**config.mk**
```make
export PLATFORM = sky130hd
export DESIGN_NAME = instr_sequencer
export DESIGN_NICKNAME = d
export VERILOG_FILES = /design/src/rtl/instr_sequencer_pkg.sv /design/src/rtl/instr_sequencer_decode.sv /design/src/rtl/instr_sequencer.sv
export SDC_FILE = /design/constraint.sdc
export NUM_CORES = 1
export LEC_CHECK = 0
export CAP_MARGIN = 25
export CORE_MARGIN = 5
export CORE_UTILIZATION = 30
export DETAILED_ROUTE_END_ITERATION = 8
export PLACE_DENSITY = 0.52
export SYNTH_ARGS = -nofsm -noshare
export SYNTH_HDL_FRONTEND = slang
export SYNTH_HIERARCHICAL = 1
export SYNTH_SLANG_ARGS = --single-unit
```
**constraint.sdc**
```tcl
create_clock -name clk -period 1.8 [get_ports clk]
set_input_delay 0.18 -clock clk [delete_from_list [all_inputs] [get_ports clk]]
set_output_delay 0.18 -clock clk [all_outputs]
set_load 0.02 [all_outputs]
```
**src/rtl/instr_sequencer_pkg.sv**
```systemverilog
// Shared definitions for the instruction sequencer: opcodes, field positions,
// sequencer state encoding, error codes and the opcode class bundle.
package instr_sequencer_pkg;

  localparam int unsigned INSTR_W = 16;
  localparam int unsigned OP_W    = 4;
  localparam int unsigned REG_W   = 6;
  localparam int unsigned CNT_W   = 8;
  localparam int unsigned ERR_W   = 2;

  // Instruction field positions
  localparam int unsigned OP_MSB = 15;
  localparam int unsigned OP_LSB = 12;
  localparam int unsigned RI_MSB = 11;
  localparam int unsigned RI_LSB = 6;
  localparam int unsigned RJ_MSB = 5;
  localparam int unsigned RJ_LSB = 0;

  localparam logic [OP_W-1:0] OP_NOP  = 4'h0;
  localparam logic [OP_W-1:0] OP_LOAD = 4'h1;
  localparam logic [OP_W-1:0] OP_MOV  = 4'h2;
  localparam logic [OP_W-1:0] OP_JMP  = 4'h3;
  localparam logic [OP_W-1:0] OP_HALT = 4'h4;
  localparam int unsigned     OP_ALU_BIT = 3;

  localparam logic [ERR_W-1:0] ERR_NONE    = 2'd0;
  localparam logic [ERR_W-1:0] ERR_ILLEGAL = 2'd1;
  localparam logic [ERR_W-1:0] ERR_TIMEOUT = 2'd2;

  typedef enum logic [3:0] {
    S_IDLE,
    S_FETCH,
    S_LATCH,
    S_DISPATCH,
    S_WAIT,
    S_ADVANCE,
    S_CHECK_RUN,
    S_HALT,
    S_ERR
  } seq_state_t;

  typedef struct packed {
    logic is_alu;
    logic is_load;
    logic is_mov;
    logic is_jmp;
    logic is_halt;
    logic is_nop;
    logic is_illegal;
  } op_class_t;

endpackage

```
**src/rtl/instr_sequencer_decode.sv**
```systemverilog
// Combinational opcode classifier: exactly one class flag is set per opcode.
module instr_decode
  import instr_sequencer_pkg::*;
(
  input  logic [OP_W-1:0] op,
  output op_class_t       cls_c
);

  always_comb begin
    cls_c = '0;
    if (op[OP_ALU_BIT]) begin
      cls_c.is_alu = 1'b1;
    end else begin
      case (op)
        OP_NOP:  cls_c.is_nop     = 1'b1;
        OP_LOAD: cls_c.is_load    = 1'b1;
        OP_MOV:  cls_c.is_mov     = 1'b1;
        OP_JMP:  cls_c.is_jmp     = 1'b1;
        OP_HALT: cls_c.is_halt    = 1'b1;
        default: cls_c.is_illegal = 1'b1;
      endcase
    end
  end

endmodule

```
**src/rtl/instr_sequencer.sv**
```systemverilog
// Instruction fetch/dispatch controller: fetches, decodes, starts one execution
// unit per instruction, waits for its done, and steps or redirects the PC.
module instr_sequencer
  import instr_sequencer_pkg::*;
#(
  parameter int unsigned PC_W    = 8,
  parameter int unsigned TIMEOUT = 15
) (
  input  logic               clk,
  input  logic               reset,
  input  logic               run,
  output logic [PC_W-1:0]    imem_addr,
  input  logic [INSTR_W-1:0] imem_data,
  output logic [OP_W-1:0]    opCode,
  output logic [REG_W-1:0]   Ri,
  output logic [REG_W-1:0]   Rj,
  output logic               alu_start,
  output logic               load_start,
  output logic               mov_start,
  input  logic               alu_done,
  input  logic               load_done,
  input  logic               mov_done,
  output logic [PC_W-1:0]    pc,
  output logic               busy,
  output logic               halted,
  output logic               error,
  output logic [ERR_W-1:0]   err_code
);

  localparam logic [CNT_W-1:0] WAIT_LAST = CNT_W'(TIMEOUT - 1);

  seq_state_t       state, state_nxt;
  op_class_t        dec_cls_c;
  op_class_t        cls_q;
  logic [CNT_W-1:0] wait_cnt;
  logic             sel_done_c;

  logic latch_en_c;
  logic pc_inc_c;
  logic pc_jmp_c;
  logic cnt_clr_c;
  logic cnt_inc_c;
  logic set_halt_c;
  logic set_ill_c;
  logic set_to_c;

  // Classify the word arriving from memory so starts can be registered at LATCH
  instr_decode u_decode (
    .op    (imem_data[OP_MSB:OP_LSB]),
    .cls_c (dec_cls_c)
  );

  assign imem_addr = pc;

  // Only the unit that was dispatched is listened to
  always_comb begin
    sel_done_c = 1'b0;
    if (cls_q.is_alu)       sel_done_c = alu_done;
    else if (cls_q.is_load) sel_done_c = load_done;
    else if (cls_q.is_mov)  sel_done_c = mov_done;
  end

  always_ff @(posedge clk or posedge reset) begin
    if (reset) state <= S_IDLE;
    else       state <= state_nxt;
  end

  always_comb begin
    state_nxt  = state;
    latch_en_c = 1'b0;
    pc_inc_c   = 1'b0;
    pc_jmp_c   = 1'b0;
    cnt_clr_c  = 1'b0;
    cnt_inc_c  = 1'b0;
    set_halt_c = 1'b0;
    set_ill_c  = 1'b0;
    set_to_c   = 1'b0;
    case (state)
      S_IDLE: begin
        if (run) state_nxt = S_FETCH;
      end
      S_FETCH: begin
        state_nxt = S_LATCH;
      end
      S_LATCH: begin
        latch_en_c = 1'b1;
        state_nxt  = S_DISPATCH;
      end
      S_DISPATCH: begin
        if (cls_q.is_alu || cls_q.is_load || cls_q.is_mov) begin
          cnt_clr_c = 1'b1;
          state_nxt = S_WAIT;
        end else if (cls_q.is_nop) begin
          state_nxt = S_ADVANCE;
        end else if (cls_q.is_jmp) begin
          pc_jmp_c  = 1'b1;
          state_nxt = S_CHECK_RUN;
        end else if (cls_q.is_halt) begin
          set_halt_c = 1'b1;
          state_nxt  = S_HALT;
        end else begin
          set_ill_c = 1'b1;
          state_nxt = S_ERR;
        end
      end
      S_WAIT: begin
        // done in the final allowed cycle still wins over the timeout
        if (sel_done_c) begin
          state_nxt = S_ADVANCE;
        end else if (wait_cnt == WAIT_LAST) begin
          set_to_c  = 1'b1;
          state_nxt = S_ERR;
        end else begin
          cnt_inc_c = 1'b1;
        end
      end
      S_ADVANCE: begin
        pc_inc_c  = 1'b1;
        state_nxt = S_CHECK_RUN;
      end
      S_CHECK_RUN: begin
        state_nxt = run ? S_FETCH : S_IDLE;
      end
      S_HALT:  state_nxt = S_HALT;
      S_ERR:   state_nxt = S_ERR;
      default: state_nxt = S_IDLE;
    endcase
  end

  // Instruction fields and class, held until the next LATCH
  always_ff @(posedge clk or posedge reset) begin
    if (reset) begin
      opCode <= '0;
      Ri     <= '0;
      Rj     <= '0;
      cls_q  <= '0;
    end else if (latch_en_c) begin
      opCode <= imem_data[OP_MSB:OP_LSB];
      Ri     <= imem_data[RI_MSB:RI_LSB];
      Rj     <= imem_data[RJ_MSB:RJ_LSB];
      cls_q  <= dec_cls_c;
    end
  end

  // Start pulses are registered at LATCH so they are high exactly during DISPATCH
  always_ff @(posedge clk or posedge reset) begin
    if (reset) begin
      alu_start  <= 1'b0;
      load_start <= 1'b0;
      mov_start  <= 1'b0;
    end else begin
      alu_start  <= latch_en_c & dec_cls_c.is_alu;
      load_start <= latch_en_c & dec_cls_c.is_load;
      mov_start  <= latch_en_c & dec_cls_c.is_mov;
    end
  end

  always_ff @(posedge clk or posedge reset) begin
    if (reset) begin
      pc <= '0;
    end else if (pc_inc_c) begin
      pc <= pc + PC_W'(1);
    end else if (pc_jmp_c) begin
      pc <= PC_W'({Ri, Rj});
    end
  end

  always_ff @(posedge clk or posedge reset) begin
    if (reset) begin
      wait_cnt <= '0;
    end else if (cnt_clr_c) begin
      wait_cnt <= '0;
    end else if (cnt_inc_c) begin
      wait_cnt <= wait_cnt + CNT_W'(1);
    end
  end

  // Status flags; halted and error are sticky until reset
  always_ff @(posedge clk or posedge reset) begin
    if (reset) begin
      busy     <= 1'b0;
      halted   <= 1'b0;
      error    <= 1'b0;
      err_code <= ERR_NONE;
    end else begin
      busy <= !(state_nxt inside {S_IDLE, S_HALT, S_ERR});
      if (set_halt_c) halted <= 1'b1;
      if (set_ill_c) begin
        error    <= 1'b1;
        err_code <= ERR_ILLEGAL;
      end else if (set_to_c) begin
        error    <= 1'b1;
        err_code <= ERR_TIMEOUT;
      end
    end
  end

endmodule

```
Word-level counts from Yosys, hierarchy flattened
Cells that the tools add are included.
Widths: inputs -> output; s select.
Operators by class
  add/sub/neg operators: 2
  eq/ne operators: 15
  multiplexer cells: 52
  bitwise logic cells: 3
  reductions and logical operators: 11
Operator list (number)
  $mux 1: 37
  $pmux 4 s9: 1
  $mux 8: 4
  $mux 4: 7
  $eq 4x3->1 const B: 6
  $add 8x1->8 const B: 2
  $eq 4x2->1 const B: 4
  $logic_not 4->1: 3
  $eq 4x1->1 const B: 2
  $eq 4x4->1 const B: 2
  $eq 8x4->1 const B: 1
  $mux 6: 1
  $reduce_bool 2->1: 3
  $reduce_or 5->1: 1
  $mux 2: 2
  $and 1x1->1: 3
  $reduce_bool 3->1: 1
  $logic_or 1x1->1: 2
  $logic_not 1->1: 1
Storage, ports and cells
  register bits after elaboration: 50
  output and inout port bits: 40
  logic and storage cells: 102

Depth between registers and ports, before layout
  depth in word-level cells: 8
  gate-level depth with buffers: 7
  mapped depth without buffers: 6

Hierarchy
The synthesis kept the hierarchy.
Modules (own cells, without submodules)
  instr_sequencer: times used 1, cells each 214, area an instance 2423.6 µm², sequential area each 1251.2 µm²
  instr_decode: times used 1, cells each 10, area an instance 58.8 µm², sequential area each 0.0 µm²

Worst setup path after synthesis
No wires, ideal clock.
  kind: flip-flop to flip-flop
  from: register state[1]
  to: register Ri[0]
  arrival time: 1639 ps
  required time: 1675 ps
  path slack: 36 ps
  cell stages (with the launch flop): 6
  path buffers: 2
  clock period less this slack: 1764 ps
  cells stage by stage: dfrtp_1 buf_2 nor2b_1 nor3b_2 buf_2 mux2_2
On the way
  longest elaborated chain between the ends: 2
RTL lines
  start: declaration: RTL line instr_sequencer.sv:32  | seq_state_t state, state_nxt;
  start signal: assignment: RTL line instr_sequencer.sv:65  | else state <= state_nxt;
  $eq 4x2->1: RTL line instr_sequencer.sv:78  | case (state)
  $mux 1: RTL line instr_sequencer.sv:78
  end signal: assignment: RTL line instr_sequencer.sv:139  | Ri <= imem_data[RI_MSB:RI_LSB];
  end: declaration: RTL line instr_sequencer.sv:15  | output logic [REG_W-1:0] Ri,
No other way between the ends.
A chain may end at the register's enable or synchronous reset.

Worst setup path in the final report
  from: register state[2]
  to: register wait_cnt[3]
On the way
  longest elaborated chain between the ends: 3
RTL lines
  $eq 4x2->1 / $eq 4x3->1 (equally long branches): RTL line instr_sequencer.sv:78
  $mux 1: RTL line instr_sequencer.sv:78
  $mux 8 / $reduce_bool 2->1 (equally long branches)
  end signal: assignment: RTL line instr_sequencer.sv:174  | wait_cnt <= wait_cnt + CNT_W'(1);
  end: declaration: RTL line instr_sequencer.sv:35  | logic [CNT_W-1:0] wait_cnt;
Several ways; a longest one is shown, not always the timed one.

==> impl_metrics.ini <==
[setup_path]
critical_path_class = flop to flop
r2r.worst_path.cells = 4
timing.critical_path.fanout_max = 9
worst_ep_required_time_ns = 2.00
arrival_ns = 1.90
startpoint_type = flop
end_kind = flop
r2r_setup_slack_ns = 0.10

[detailed_routing]
vias = 1875
drt-pass1-iter-count = 5
drt-total-wl_microns = 5596
drt-vias-per-instance = 4.759
drt-wirelength-per-cell_microns = 14.20
drt-initial-drc-count = 64
drt_drc_violations_left = 0
detail-route-antenna-nets = 0

[placed_design]
place.gp.congestion = 0.7887
place_area_sq_um = 3253
hpwl_after_detailed_placement_microns = 4269
io_buffers = 61
minimum_setup_slack_after_placement_ns = 0.03872

[floorplanning]
start_util_pct = 30.43
placement_rows = 33
die_area_sq_um = 10170
die_x_microns = 100.8
io_pins = 62
die_y_microns = 100.8
core-area_sq_um = 8134

[sta]
worst_slack_ns = 0.1006
clock.fmax_ghz = 0.5884
report.final.slew_viol_count = 0
finalClockSkew_ns = 0.01019
report.final.setup_viol = 0
worst_hold_slack_ns = 0.1833
final-hold-violation-count = 0
final_cycle_utilization_of_the_critical_path_pct = 94.41
worst_margin_slew_ns = 0.4203
timing.slew.headroom_pct = 71.85
grt_setup_unrepaired = yes
finalWorstPathRequiredPeriod_ns = 1.699

[clock_tree]
ctsLongestPathBuffers = 2
cts_hold_buf = 0
cts_num_sinks = 50
clk_pin_slew_worst_paths_ns = 0.09
clock_tree.root_cell = sky130_fd_sc_hd__clkbuf_8
tritoncts = built
cts-buffers-inserted = 5
clk-insertion-delay-late_ns = 0.30
number_of_levels_the_h_tree_was_split_into = 2
cts.repair_timing.setup_buffer_count = 0
cts.repair.resized = 0

[synthesis]
post_synth_instance_area_sq_um = 2475
synthesis.yosys.warnings = 6
postSynthCellCount = 222
postSynthNetCount = 247
syn_avg_cell_area_sq_um = 11.15

[finish]
synthToLayoutAreaGrowth_pct = 35.59
post-route-cell-area_sq_um = 3356
utilization_pct = 41.26
finalNetCount = 313
filler_cell_count = 810
drive_gt1_share_pct = 20.76
antenna_cells_inserted = 0

[global_route]
sum_of_overflow_across_all_layers_after_global_routing = 0
antenna_found_initial = 0
met1_track_demand_over_resource_in_global_routing_pct = 15.37
busiest_layer = met2
grt_util_all_layers_pct = 11.68
grt_pass1_vias = 1891
met2_usage_pct = 18.78
grt_first_pass_wirelength_microns = 9453
grt.met3_usage_pct = 3.322
grt_start_max_net_pins = 24

[pwr]
power.density_cell_area_nw_per_um2 = 1700
leakage_nw = 1.399
max-vdd-ir-drop_v = 0.0006111
power_w = 0.005704

[run_status]
run_status = complete, no violations

[worst_hold_path]
holdCritPathClass = primary input to async pin

[run]
maxCapViolations = 0
-- final timing paths --
check                             startpoint          end
worst max register to register      state[2]  wait_cnt[3]
min in group clk                imem_data[0]        Rj[0]
worst min-delay path                   reset  wait_cnt[6]
worst min register to register         error        error
worst max-delay path                state[2]  wait_cnt[3]
max in group asynchronous              reset     state[3]
-- registers in the layout, indices dropped and copies added, names as in the netlist --
register    cells
opCode          4
imem_addr       8
cls_q           6
wait_cnt        8
err_code        2
halted          1
busy            1
Rj              6
mov_start       1
state           4
error           1
load_start      1
alu_start       1
Ri              6
-- layer usage --
metal | vias up | wire length [microns] | share of wire [%]
met5 | - | 0 | 0
met4 | 0 | 46 | 0.82
met3 | 2 | 284 | 5.1
met2 | 40 | 2823 | 50
met1 | 911 | 2440 | 44
li1 | 922 | - | -
-- cells in the final DEF, fill, tap and decap left out, types with 2 or more instances in the layout --
master / n
sky130_fd_sc_hd__a211oi_1: 3
sky130_fd_sc_hd__or3_1: 2
sky130_fd_sc_hd__a31oi_1: 3
sky130_fd_sc_hd__nand3_1: 5
sky130_fd_sc_hd__nor4b_1: 3
sky130_fd_sc_hd__nor2b_1: 3
sky130_fd_sc_hd__mux2_2: 21
sky130_fd_sc_hd__inv_1: 4
sky130_fd_sc_hd__or2_2: 2
sky130_fd_sc_hd__o22ai_1: 3
sky130_fd_sc_hd__clkdlybuf4s50_1: 61
sky130_fd_sc_hd__buf_12: 3
sky130_fd_sc_hd__dfrtp_1: 49
sky130_fd_sc_hd__nand4_1: 3
sky130_fd_sc_hd__nand2b_1: 6
sky130_fd_sc_hd__nor3_1: 8
sky130_fd_sc_hd__nor2_1: 16
sky130_fd_sc_hd__o211ai_1: 2
sky130_fd_sc_hd__xnor2_1: 5
sky130_fd_sc_hd__nand2_1: 12
sky130_fd_sc_hd__a21oi_1: 10
sky130_fd_sc_hd__buf_4: 13
sky130_fd_sc_hd__nor4_1: 2
sky130_fd_sc_hd__o21ai_0: 6
sky130_fd_sc_hd__and2_1: 4
sky130_fd_sc_hd__mux2i_1: 3
sky130_fd_sc_hd__ha_1: 3
sky130_fd_sc_hd__clkbuf_8: 5
-- where the power goes --
| part | switching (W) | total [W] | internal, W |
|---|---|---|---|
| registers | 0.000443 | 0.00205 | 0.00161 |
| logic | 0.00144 | 0.00301 | 0.00157 |
| clock network | 0.000372 | 0.000647 | 0.000275 |
-- stage by stage --
| step | TNS (ns) | instances |
|---|---|---|
| 2_1_floorplan | 0 | 222 |
| 5_1_grt | -0.01778 | 394 |
| 3_3_place_gp | 0 | 386 |
| 3_5_place_dp | 0 | 386 |
| 4_1_cts | 0 | 394 |
| 6_report | 0 | 394 |
-- final cells by class --
class	count	area, sq um	share of cell area (%)
Sequential cell	50	1252	37.32
Multi-Input combinational cell	149	1099	32.74
Timing Repair Buffer	77	768.2	22.89
Tap cell	105	131.4	3.915
Clock buffer	6	72.57	2.163
Inverter	5	18.77	0.5593
Clock inverter	2	13.76	0.4101
-- worst max-delay path, cell delays in order, from the launching register on --
cell and delay [ns]:
sky130_fd_sc_hd__dfrtp_1 0.49, sky130_fd_sc_hd__or4b_4 0.59, sky130_fd_sc_hd__nor4_2 0.32, sky130_fd_sc_hd__xnor2_1 0.15, sky130_fd_sc_hd__nor2_1 0.05
Note: power is estimated with default switching activity, not from simulation.
